## config.mk

```make
export PLATFORM = sky130hd
export DESIGN_NAME = mem_stage
export DESIGN_NICKNAME = d
export VERILOG_FILES = /design/src/rtl/rv32_pkg.sv /design/src/rtl/load_align.sv /design/src/rtl/mem_stage.sv
export SDC_FILE = /design/constraint.sdc
export NUM_CORES = 1
export LEC_CHECK = 0
export CAP_MARGIN = 20
export CORE_ASPECT_RATIO = 1.1
export CORE_MARGIN = 5
export CORE_UTILIZATION = 30
export DETAILED_ROUTE_END_ITERATION = 16
export MAX_ROUTING_LAYER = met4
export PLACE_DENSITY_LB_ADDON = 0.1
export SYNTH_ARGS = -nofsm -noshare
export SYNTH_HDL_FRONTEND = slang
export SYNTH_SLANG_ARGS = --single-unit
export TNS_END_PERCENT = 1
```

## constraint.sdc

```tcl
create_clock -name clk -period 2.3 [get_ports clk]
set_input_delay 0.575 -clock clk [delete_from_list [all_inputs] [get_ports clk]]
set_output_delay 0.575 -clock clk [all_outputs]
set_load 0.02 [all_outputs]
```

## src/rtl/rv32_pkg.sv

```systemverilog
// Shared RV32 definitions for the memory stage: write-back source encodings,
// load/store funct3 codes, memory FSM state encoding and an alignment helper.
package rv32_pkg;

  // Write-back source select carried down the pipe from decode
  typedef enum logic [1:0] {
    M2R_ALU  = 2'b00,
    M2R_LOAD = 2'b01,
    M2R_PC4  = 2'b10,
    M2R_ALT  = 2'b11
  } mem_to_reg_e;

  // Load funct3 codes
  localparam logic [2:0] F3_LB  = 3'b000;
  localparam logic [2:0] F3_LH  = 3'b001;
  localparam logic [2:0] F3_LW  = 3'b010;
  localparam logic [2:0] F3_LBU = 3'b100;
  localparam logic [2:0] F3_LHU = 3'b101;

  // Store funct3 codes
  localparam logic [2:0] F3_SB  = 3'b000;
  localparam logic [2:0] F3_SH  = 3'b001;
  localparam logic [2:0] F3_SW  = 3'b010;

  // Data-memory handshake FSM
  typedef enum logic [1:0] {
    ST_IDLE = 2'b00,  // waiting for a memory op
    ST_ADDR = 2'b01,  // request raised, grant not yet seen
    ST_DATA = 2'b10   // load accepted, waiting for read data
  } mem_state_e;

  // Forces the low address bits to the natural alignment of the access size.
  // funct3[1:0] gives the size for both loads and stores.
  function automatic logic [31:0] align_addr(input logic [31:0] addr,
                                             input logic [2:0]  funct3);
    logic [31:0] res;
    res = addr;
    case (funct3[1:0])
      2'b01:   res[0]   = 1'b0;
      2'b10:   res[1:0] = 2'b00;
      default: res      = addr;
    endcase
    return res;
  endfunction

  // True when an access of the given size does not sit on its natural boundary
  function automatic logic is_misaligned(input logic [1:0] addr_lo,
                                         input logic [2:0] funct3);
    logic res;
    case (funct3[1:0])
      2'b01:   res = addr_lo[0];
      2'b10:   res = (addr_lo != 2'b00);
      default: res = 1'b0;
    endcase
    return res;
  endfunction

endpackage

```

## src/rtl/load_align.sv

```systemverilog
// Combinational load extraction: selects the addressed byte/halfword from the
// returned memory word and sign- or zero-extends it according to funct3.
module load_align
  import rv32_pkg::*;
(
  input  logic [31:0] rdata,
  input  logic [1:0]  addr_lo,
  input  logic [2:0]  funct3,
  output logic [31:0] load_data
);

  logic [7:0]  byte_sel;
  logic [15:0] half_sel;

  // Pick the addressed lanes, then extend by access type
  always_comb begin
    // NOTE: every output of a combinational block gets a default up front so
    // no path through the case statements can leave a latch behind.
    byte_sel  = 8'h00;
    half_sel  = 16'h0000;
    load_data = rdata;

    case (addr_lo)
      2'b00:   byte_sel = rdata[7:0];
      2'b01:   byte_sel = rdata[15:8];
      2'b10:   byte_sel = rdata[23:16];
      default: byte_sel = rdata[31:24];
    endcase

    half_sel = addr_lo[1] ? rdata[31:16] : rdata[15:0];

    case (funct3)
      F3_LB:   load_data = {{24{byte_sel[7]}}, byte_sel};
      F3_LH:   load_data = {{16{half_sel[15]}}, half_sel};
      F3_LBU:  load_data = {24'h000000, byte_sel};
      F3_LHU:  load_data = {16'h0000, half_sel};
      default: load_data = rdata;
    endcase
  end

endmodule

```

## src/rtl/mem_stage.sv

```systemverilog
// RV32 MEM pipeline stage: issues loads/stores over a req/gnt/rvalid data
// memory port, stalls upstream until the access completes, and registers the
// write-back result.
// Build option: define MEM_MISALIGN_TRAP_EN to flag misaligned half/word
// accesses (no memory request, mem_misalign pulse) instead of silently
// forcing the address to natural alignment.
module mem_stage
  import rv32_pkg::*;
(
  input  logic        clk,
  input  logic        rst,

  input  logic        in_valid,
  input  logic [31:0] ex_alu_result,
  input  logic [31:0] ex_store_data,
  input  logic [31:0] ex_pc_plus_4,
  input  logic [4:0]  exmem_rd,
  input  logic        exmem_is_load,
  input  logic        exmem_is_store,
  input  logic        exmem_reg_write,
  input  logic [1:0]  exmem_mem_to_reg,
  input  logic [2:0]  exmem_funct3,

  output logic        mem_stall,

  output logic        dmem_req,
  output logic        dmem_we,
  output logic [31:0] dmem_addr,
  output logic [31:0] dmem_wdata,
  output logic [3:0]  dmem_be,
  input  logic        dmem_gnt,
  input  logic        dmem_rvalid,
  input  logic [31:0] dmem_rdata,

  output logic        wb_valid,
  output logic [4:0]  wb_rd,
  output logic        wb_reg_write,
  output logic [31:0] wb_data,
  output logic        mem_misalign
);

  mem_state_e  state;
  logic [1:0]  addr_lo_q;   // captured byte offset for load extraction
  logic [2:0]  funct3_q;    // captured access type for load extraction

  logic        mem_op;
  logic        misaligned;
  logic [31:0] eff_addr;
  logic        accept;
  logic        complete;
  logic [31:0] load_data;
  logic [31:0] wb_sel;

  assign mem_op = in_valid & (exmem_is_load | exmem_is_store);

`ifdef MEM_MISALIGN_TRAP_EN
  // Misaligned half/word accesses are trapped only when first presented
  assign misaligned = mem_op & (state == ST_IDLE) &
                      is_misaligned(ex_alu_result[1:0], exmem_funct3);
  assign eff_addr   = ex_alu_result;
`else
  assign misaligned = 1'b0;
  assign eff_addr   = align_addr(ex_alu_result, exmem_funct3);
`endif

  // Request is live on first presentation and held while waiting for grant;
  // reset forces it low so an abandoned access never reaches memory.
  always_comb begin
    dmem_req = 1'b0;
    case (state)
      ST_IDLE: dmem_req = mem_op & ~misaligned;
      ST_ADDR: dmem_req = 1'b1;
      default: dmem_req = 1'b0;
    endcase
    if (rst) dmem_req = 1'b0;
  end

  assign dmem_we   = exmem_is_store;
  assign dmem_addr = {eff_addr[31:2], 2'b00};
  assign accept    = dmem_req & dmem_gnt;

  // Store lane steering: replicate the source and enable the addressed bytes
  always_comb begin
    dmem_wdata = ex_store_data;
    dmem_be    = 4'b1111;
    case (exmem_funct3)
      F3_SB: begin
        dmem_wdata = {4{ex_store_data[7:0]}};
        dmem_be    = 4'b0001 << eff_addr[1:0];
      end
      F3_SH: begin
        dmem_wdata = {2{ex_store_data[15:0]}};
        dmem_be    = 4'b0011 << {eff_addr[1], 1'b0};
      end
      default: begin
        dmem_wdata = ex_store_data;
        dmem_be    = 4'b1111;
      end
    endcase
  end

  // Decide whether the entry in the stage retires on this clock edge
  always_comb begin
    complete = 1'b0;
    case (state)
      ST_IDLE: complete = in_valid &
                          (~mem_op | misaligned | (accept & exmem_is_store));
      ST_ADDR: complete = accept & exmem_is_store;
      ST_DATA: complete = dmem_rvalid;
      default: complete = 1'b0;
    endcase
  end

  assign mem_stall = mem_op & ~complete;

  // Loads are always extracted with the offset/type captured at grant time
  load_align u_load_align (
    .rdata     (dmem_rdata),
    .addr_lo   (addr_lo_q),
    .funct3    (funct3_q),
    .load_data (load_data)
  );

  // Write-back source select
  always_comb begin
    wb_sel = ex_alu_result;
    case (mem_to_reg_e'(exmem_mem_to_reg))
      M2R_LOAD: wb_sel = load_data;
      M2R_PC4:  wb_sel = ex_pc_plus_4;
      default:  wb_sel = ex_alu_result;
    endcase
  end

  // Handshake FSM with registered write-back outputs and grant-time capture
  always_ff @(posedge clk or posedge rst) begin
    // NOTE: sequential state uses non-blocking assignments so every register
    // samples the pre-edge value of every other register.
    if (rst) begin
      state        <= ST_IDLE;
      addr_lo_q    <= 2'b00;
      funct3_q     <= 3'b000;
      wb_valid     <= 1'b0;
      wb_rd        <= 5'd0;
      wb_reg_write <= 1'b0;
      wb_data      <= 32'h0000_0000;
      mem_misalign <= 1'b0;
    end else begin
      wb_valid     <= complete;
      wb_reg_write <= complete & exmem_reg_write & ~misaligned;
      mem_misalign <= complete & misaligned;

      if (complete) begin
        wb_rd   <= exmem_rd;
        wb_data <= wb_sel;
      end

      if (accept) begin
        addr_lo_q <= eff_addr[1:0];
        funct3_q  <= exmem_funct3;
      end

      case (state)
        ST_IDLE, ST_ADDR: begin
          if (accept) begin
            state <= exmem_is_store ? ST_IDLE : ST_DATA;
          end else if (dmem_req) begin
            state <= ST_ADDR;
          end else begin
            state <= ST_IDLE;
          end
        end
        ST_DATA: begin
          if (dmem_rvalid) state <= ST_IDLE;
        end
        default: state <= ST_IDLE;
      endcase
    end
  end

endmodule

```

==> results.txt <==
status: complete, no violations
clk root buf: clkbuf_16
Hold Path Depth: 2
maxcap violations: 0
final net count: 903
peak supply drop: 0.375 mV
CTS Sinks: 46
share of cells above drive strength 1: 21.0%
Slowest-stage cell, CP: or4b_4
DP Wirelength: 13.5 mm
RSZ-0062 raised after global routing: true
Layout area overhead: 85.2%
Fin Hold WS: 469 ps
clock skew: 4.58 ps
Leakage: 3.13 nW
Starting DRT DRC Count: 316
final slew viol count: 0
Worst R2R End: wb_data[12]
Arrival @ worst endpoint: 1720 ps
CTS Hold Buffers Added: 0
critical path peak fanout: 2
largest net degree at the start of global routing: 58
antenna violations before repair: 4
R2R depth: 6
DRT Pass-1 Iters: 4
async set-reset flop share out of synthesis: 100%
commonest non-fill, non-tap cell in the layout: clkdlybuf4s50_1
Fillers: 1,119
row cnt: 42
PD cells: 640 mW/mm²
Final Routed Wirelength: 16.9 mm
Most used DFF post-synth: dfrtp_1
antenna-violating nets left: 0
cells after synthesis: 494
number of H-tree levels: 2
Post-synth EDFFs: 0
clk slew on worst S/H paths: 60 ps
CP Cell Sequence: clkdlybuf4s15_1 > or4b_4 > a21oi_4 > a41oi_4 > clkinv_2 > nor2_2 > buf_6
mean number of vias per cell: 5.07
CTS Buffer Depth: 2
wire per inst: 18.5 µm
Ys Warns: 0
clock latency on the worst-skew pair: 290 ps
TritonCTS Buffers: 5
drc violations: 0
IO Count: 257
die width: 117 µm
fmax: 435 MHz
gr ovfl total: 0
final worst path period need: 2300 ps
worst reg2reg setup slack: 150 ps
critical path's largest stage delay: 500 ps
synth unique cells: 45
worst-margin pin slew: 658 ps
fin util: 57.3%
post-synthesis register bit count: 46
Slew HR: 56.1%
vias in the first global route: 4,765
CORE AREA: 0.0121 mm²
post-synthesis sequential area ratio: 30.6%
worst r2r src: state[1]
RD Place Congestion: 0.936
WP data required: 1730 ps
Final WS setup: 2.95 ps
CTS tree: done
Critical Path Source Type: primary input
placed cell area: 0.00667 mm²
first-pass GRT wire length: 25.3 mm
Crit. End Element: output pin
Setup WS pre-CTS: -895 ps
Fin. Hold Viols: 0
initial core utilization: 30.9%
fin crit share: 99.9%
Worst Hold Launch: wb_rd[2]
Die Area: 0.0149 mm²
final setup violation count: 0
Worst Hold Path EP: wb_rd[2]
WS Path Type: in2out
Die Ht: 127 µm
Avg Synthesized Cell Area: 7.60 µm²
Hold Crit Class: reg2reg
number of I/O port buffers: 253
most frequent cells in the layout: clkdlybuf4s50_1 (198), nand2_1 (76), buf_4 (75), o21ai_0 (47), dfrtp_1 (46)
Mapped Area: 0.00376 mm²
final instance area: 0.00696 mm²
total track usage: 22.1%
via count: 4,617
worst max path at each step:
stage	startpoint	endpoint	slack (ps)	depth (start not counted)
finish	exmem_is_load	mem_stall	3	7
global route	exmem_is_load	mem_stall	-40	7
CTS	rst	mem_stall	1	6
detailed placement	exmem_funct3[1]	dmem_wdata[18]	-890	10
global placement	exmem_funct3[0]	dmem_wdata[25]	-860	9
floorplan	exmem_funct3[1]	dmem_be[0]	-60	6
state kept, by name, summed over array words and instances (netlist names):
name,cells
wb_rd,5
wb_valid,1
wb_reg_write,1
wb_data,32
funct3_q,3
addr_lo_q,2
state,2
power by group:
part	switching (mW)	internal [mW]	total, mW
combinational	1.17	1.15	2.32
sequential	0.130	1.03	1.16
clock	0.323	0.653	0.975
total	1.62	2.83	4.45
repair_timing:
action	CTS	global route
pin swaps	5	6
endpoints found under the setup margin	69	42
cloned	1	1
resized for setup	203	26
setup buffers	1	1
area by class of cell:
type | instances | area [µm²] | area share [%]
clock buffer | 6 | 139 | 2.00
tap | 154 | 193 | 2.77
timing repair buffer | 328 | 3110 | 44.8
clock inverter | 2 | 60.1 | 0.863
inverter | 29 | 113 | 1.62
antenna | 4 | 10.0 | 0.144
sequential | 46 | 1150 | 16.5
multi-input combinational | 342 | 2180 | 31.3
cell usage after synthesis, types with 9 or more instances:
cell	n	area, µm²
nand2_1	86	323
o21ai_0	59	295
dfrtp_1	46	1150
buf_4	42	315
a21oi_1	36	180
clkbuf_1	30	113
inv_1	27	101
a221o_1	14	140
a22oi_1	13	97.6
nor2_1	13	48.8
a221oi_1	12	105
a22o_1	11	96.3
nor2b_1	11	68.8
mux2i_1	9	90.1
o211ai_1	9	67.6
cells by family after synthesis:
logic type | Yosys count | share of synthesized area, %
multiplexers | 12 | 3.60
buffers and inverters | 108 | 15.3
flip-flops | 46 | 30.6
adder cells (fa/ha/maj) | 5 | 1.67
AO/OA/AOI/OAI | 184 | 32.0
AND/OR/NAND/NOR | 138 | 16.7
other | 1 | 0.0998
worst max-delay path: cells and delay by family:
kind                   cells  cell delay, ps
and+or+nand+nor            2             540
buffers and inverters      3             380
AOI/OAI and AO/OA          2             230
through the flow:
stage | power (mW) | cells | setup TNS, ps
global route | 4.70 | 911 | -56.1
finish | 4.45 | 911 | 0
global placement | 3.42 | 895 | -36390
floorplan | 2.28 | 496 | -914
CTS | 4.45 | 905 | 0
detailed placement | 3.46 | 895 | -38690
metal layers:
| layer | global-route usage, % | wire length, µm |
|---|---|---|
| met5 | - | 0 |
| met1 | 25.2 | 6550 |
| met2 | 38.0 | 8470 |
| met3 | 6.58 | 1520 |
| met4 | 5.06 | 310 |
No activity file was read; power rests on OpenSTA's default activity.
==> variant 1: new RTL, same settings <==
The option `MEM_MISALIGN_TRAP_EN` is turned on by a define.
--- a/src/rtl/mem_stage.sv
+++ b/src/rtl/mem_stage.sv
@@ -5,4 +5,6 @@
 // accesses (no memory request, mem_misalign pulse) instead of silently
 // forcing the address to natural alignment.
+`define MEM_MISALIGN_TRAP_EN
+
 module mem_stage
   import rv32_pkg::*;
Function: changed (a bounded check fails within 4 cycles, from zero or initial values and one cycle with rst high).
==> variant 1 against the original RTL <==
- worst setup slack worse by 630 ps
- largest power group unchanged
- final cell count is 6.8% lower
- area after synthesis is 2.0% higher
- die area is 1.9% higher
- wire length is 6.7% lower
- combinational power is 3% lower
- design area is 2.3% lower
- sequential cell count is 1 higher
- total power is 5.5% lower
- via count is 5.8% lower
- critical path depth is 2 higher
- the flow now finishes with violations (setup timing)
- sequential share of layout area is 0.76 points higher
- register-to-register slack worse by 380 ps
==> variant 1: results (changes against the original RTL) <==
- Result of the run: complete, but fails checks
- Violated checks: setup timing
- Power share of the combinational group: 0.537 (+0.015)
* Critical path data arrival time: 2350 ps (+630 ps)
- Relative slew slack: 0.4559 (-0.1048)
- Placer Congestion: 0.8541 (-8.7%)
* Clk_skew: 7.161 ps (+2.582 ps)
- The peak per-stage delay on the critical path came to 550 ps (+50 ps).
* Drt total wl: 15720 um (-6.7%)
- Highest fanout seen on the critical path: 2 (unchanged)
* Post-synth top cells: 57 x nand2_1, 47 x dfrtp_1, 41 x buf_4
* Worst-Skew Late Latency: 300 ps
- First-pass GRT wire length: 24300 um (-4.0%)
* Count of warnings emitted by yosys: 0 (unchanged)
- Clock-pin slew was measured on the worst setup and hold paths at 70 ps.
- The share of cells above drive strength 1 came to 0.2009 (-0.008960).
* Net switching fraction of the power: 0.3839 (+0.01967)
- Area taken by multi-input logic gates: 0.002123 sq mm (-2.4%)
- Share of flip-flops with an asynchronous set or reset: 1.000 (unchanged)
- Post-synthesis instance total: 444 (-10%)
- # port buffers: 254 (+0.40%)
* Count of cell types in the netlist: 50 (+11%)
- Layout net count: 842 (-6.8%)
- The total global routing track utilization came to 0.2039 (-0.01718).
* Worst setup margin: -626.8 ps (-629.8 ps)
- Root buffer cell: clkbuf_16
- Regs by FF count: wb_data (32), wb_rd (5), funct3_q (3)
* H-tree depth: 2 (unchanged)
* Ys flop type: dfrtp_1
- The peak supply drop is 0.3607 mV (-3.7%).
- Initial drt markers: 232 (-27%)
* Power spent charging and discharging nets: 1.616 mW (-0.39%)
- Maximum number of pins on one net before global-route repair: 70 (+21%)
* Final setup violation count: 70 (+70)
* Vias: 4348 (-5.8%)
* Cell types occupying the most area after synthesis: dfrtp_1 31%, buf_4 8.0%, a221oi_2 6.7%
- The post-place setup slack came to -1600 ps (-705.9 ps).
* Clock buffer count from CTS: 5 (unchanged)
- The deepest clock path buffer count came to 2 (unchanged).
- The detailed-placement wirelength estimate was 12840 um (-5.0%).
- The portion of the post-synthesis area used by sequential elements was 0.3069 (+0.0004263).
- Number of global-route vias before repair: 4514 (-5.3%)
- The post-route setup TNS came to -20470 ps (-20470 ps).
* Antenna diode count: 0 (-4)
* Power share of the sequential group: 0.286 (+0.027)
- Min-Delay Path Class: flip-flop to flip-flop
- The cell leakage power came to 3.084 nW (-1.6%).
- The final routed wire length divided by cell count came to 18.51 um (about the same).
- DRT Pass-1 Iters: 4 (unchanged)
* Dpl cell area: 0.006680 sq mm (+0.15%)
- Initial antenna violation count: 0 (-4)
- The slowest stage of the critical path is the or4_4 cell.
- Number of fill cells in the layout: 1212 (+8.3%)
==> variant 1: layout make-up <==
type / instances / area share
repair buffers: 315 / 0.4436
multi-input cells: 291 / 0.3125
flip-flops and latches: 47 / 0.1731
well taps: 157 / 0.02891
inverters: 31 / 0.02007
clock buffers: 5 / 0.01842
clock inverters: 3 / 0.003315
==> variant 1: routing by layer <==
metal | vias up | wire (um) | GRT usage
met3 | 15 | 1199 | 0.05495
met4 | 0 | 274 | 0.05735
li1 | 2077 | - | -
met2 | 176 | 7899 | 0.3472
met1 | 2080 | 6344 | 0.2379
met5 | - | 0 | -
==> variant 1: critical path, delay by kind of cell <==
family	cells	cell delay [ps]
AO/OA/AOI/OAI	1	310
buffers and inverters	4	300
AND/OR/NAND/NOR	3	920
adder cells (fa/ha/maj)	1	240
==> variant 1: logic make-up (layout without fill, tap and decap cells) <==
logic type / Yosys count / count (layout) / share of synthesized area
muxes: 20 / 20 / 0.06334
DFF: 47 / 47 / 0.3069
AOI/OAI and AO/OA: 156 / 156 / 0.3294
adders and majority gates: 5 / 5 / 0.01632
and+or+nand+nor: 108 / 108 / 0.1257
buffers and inverters: 107 / 354 / 0.1574
other: 1 / 2 / 0.0009785
==> variant 1: timing repair <==
action	in CTS	in global routing
endpoints found under the setup margin	88	77
pin swaps	5	2
buffers inserted	2	0
hold buffers	0	0
gates resized for setup	80	59
==> variant 1: worst paths after layout <==
check                      slack [ps]           to  cells past startpoint       startpoint
max                              -630    mem_stall                      9  exmem_funct3[0]
min in group asynchronous         750     state[0]                      3              rst
min                               480  wb_data[31]                      1      wb_data[31]
max in group asynchronous        1070  wb_data[15]                      4              rst
min reg2reg                       480  wb_data[31]                      1      wb_data[31]
max reg2reg                      -230  wb_data[13]                      6         state[1]
==> variant 2: new RTL, config.mk and constraints unchanged <==
Made on the original files. Reset style: synchronous (`rst`), changed in one clocked block.
--- a/src/rtl/mem_stage.sv
+++ b/src/rtl/mem_stage.sv
@@ -133,5 +133,5 @@
 
   // Handshake FSM with registered write-back outputs and grant-time capture
-  always_ff @(posedge clk or posedge rst) begin
+  always_ff @(posedge clk) begin
     // NOTE: sequential state uses non-blocking assignments so every register
     // samples the pre-edge value of every other register.
Formal check against the unedited RTL: differs if rst is asserted again (counterexample within 4 cycles, from zero or initial values and one cycle with rst high); with rst held inactive, the same outputs for 10 cycles.
==> variant 2 against the original RTL <==
- sequential cell count did not move
- combinational power fell by 46%
- critical path type unchanged
- highest routed layer unchanged
- total power fell by 34%
- design area fell by 2.8%
- area after synthesis fell by 1.5%
- critical path depth fell by 1
- worst setup slack improved by 18 ps
- global-route usage fell by 0.13 points
- non-clock buffer count fell by 1
- sequential power fell by 25%
- wire length fell by 1.4%
==> variant 2: results (changes against the original RTL) <==
- The flow ran to the end, and the final reports show no timing, DRC or antenna violations.
- The clock network power share was 0.284 (+0.065).
- Reg2reg end: wb_data[8]
- The tightest hold margin was 462.8 ps (-5.790 ps).
- Worst-Skew Late Latency: 290 ps (about the same)
- Dpl cell area: 0.006599 sq mm (-1.1%)
- In this run the worst setup path terminates at dmem_be[2].
- Critical path data arrival time: 1700 ps (-20 ps)
- Counting instances in the post-synthesis netlist gives the leading cell types as 47 x nand2_1, 46 x dfxtp_1, 42 x buf_4.
- The mux cell area share after synthesis came to 0.04902 (+0.01304).
- CP max stage delay: 340 ps (-160 ps)
- The number of setup buffers added after CTS is 3 (+2).
- Half-perimeter wire length after placement: 13280 um (-1.7%)
* Net switching fraction of the power: 0.3199 (-0.04434)
- The largest registers in the layout are wb_data (32), wb_rd (5), funct3_q (3).
* Drt total wl: 16620 um (-1.4%)
- Highest fanout seen on the critical path: 7 (+5)
- Antenna diode count: 0 (-4)
* Critical-path top delay cell: dlygate4sd2_1
- Arithmetic-cell share of the synthesized area counting full adders, half adders and majority gates: 0.01690 (+0.0002478)
* Leakage power: 2.694 nW (-14%)
- DRT Pass-1 Iters: 5 (+1)
* Cell types occupying the most area after synthesis: dfxtp_1 25%, buf_4 8.5%, a32o_1 6.8%
- Reported combinational group power: 1.25 mW (-46%)
* Cell count of the worst hold path: 1 (-1)
- Placer Congestion: 0.8361 (-11%)
- Largest buffer count on any clock path: 2 (unchanged)
- Relative slew slack: 0.5755 (+0.01484)
- The post-synthesis async set-or-reset flop share was 0 (-1.000).
- Overall routing resource usage: 0.2198 (-0.001277)
* Worst setup path start: exmem_funct3[2]
* Number of global-route vias before repair: 4689 (-1.6%)
* Count of cell types in the netlist: 54 (+20%)
- Fraction of layout instances using a drive strength above 1: 0.2152 (+0.005345)
* Cell-internal power: 2.012 mW (-29%)
* Initial antenna violation count: 0 (-4)
- The total number of nets in the final design was 875 (-3.1%).
* Number of fill cells in the layout: 1155 (+3.2%)
* Initial drt markers: 396 (+25%)
- In this run the most critical hold path is launched from wb_data[26].
- The fraction of synthesized cell area in xor and xnor cells came to 0 (unchanged).
- For hold timing, the worst endpoint is wb_data[26].
- The clock edge transition at the registers on the reported setup and hold paths is 60 ps (about the same).
- The post-synthesis compound-gate area fraction was 0.3259 (+0.005776).
- The achievable clock frequency came to 438.8 MHz (+0.79%).
* Clk_skew: 8.963 ps (+4.385 ps)
- Number of instances resized during post-cts repair: 182 (-10%)
- Critical path buffers and inverters: 3 (unchanged)
- The largest net degree at the start of global routing was 28 (-52%).
* Post-synthesis sequential area ratio: 0.2488 (-0.05765)
* Worst-case reg-to-reg path depth: 5 (-1)
* Reg2Reg Launch Point: addr_lo_q[0]
* First-pass GRT wire length: 25070 um (-1.0%)
- The worst-case register-to-register setup slack was 280 ps (+130 ps).
- The peak supply drop came to 0.3184 mV (-15%).
- Pre-CTS WS: -895.0 ps (-0.3910 ps)
## variant 2: cell count changes in the layout (fill, tap and decap cells not counted), sizes merged, moves of 11 or more
cell    unedited run  this run
dfrtp             46         0
dfxtp              0        46
nand2             86        47
o21ai             66        33
a21oi             36        11
a32o               0        25
nor2              13        33
a221o             14         0
inv               27        13
nand2b             5        19
a22oi             13        24
## variant 2: area by class of cell
type,count,area (sq um),area share
repair buffers,327,3047,0.4506
multi-input cells,330,2374,0.3510
flip-flops and latches,46,920.9,0.1362
well taps,154,192.7,0.02850
clock buffers,6,128.9,0.01906
inverters,14,61.31,0.009067
clock inverters,2,37.54,0.005551
## variant 2: per-layer routing
layer	track usage	wire length, um	up-vias
li1	-	-	2233
met1	0.2697	6813	2205
met2	0.3681	8071	207
met3	0.05765	1594	10
met4	0.03549	138	0
met5	-	0	-
## variant 2: metrics by stage
step | utilization | cells
finish | 0.5594 | 879
detailed placement | 0.5460 | 867
global placement | 0.5460 | 867
global route | 0.5594 | 879
CTS | 0.5555 | 879
floorplan | - | 471
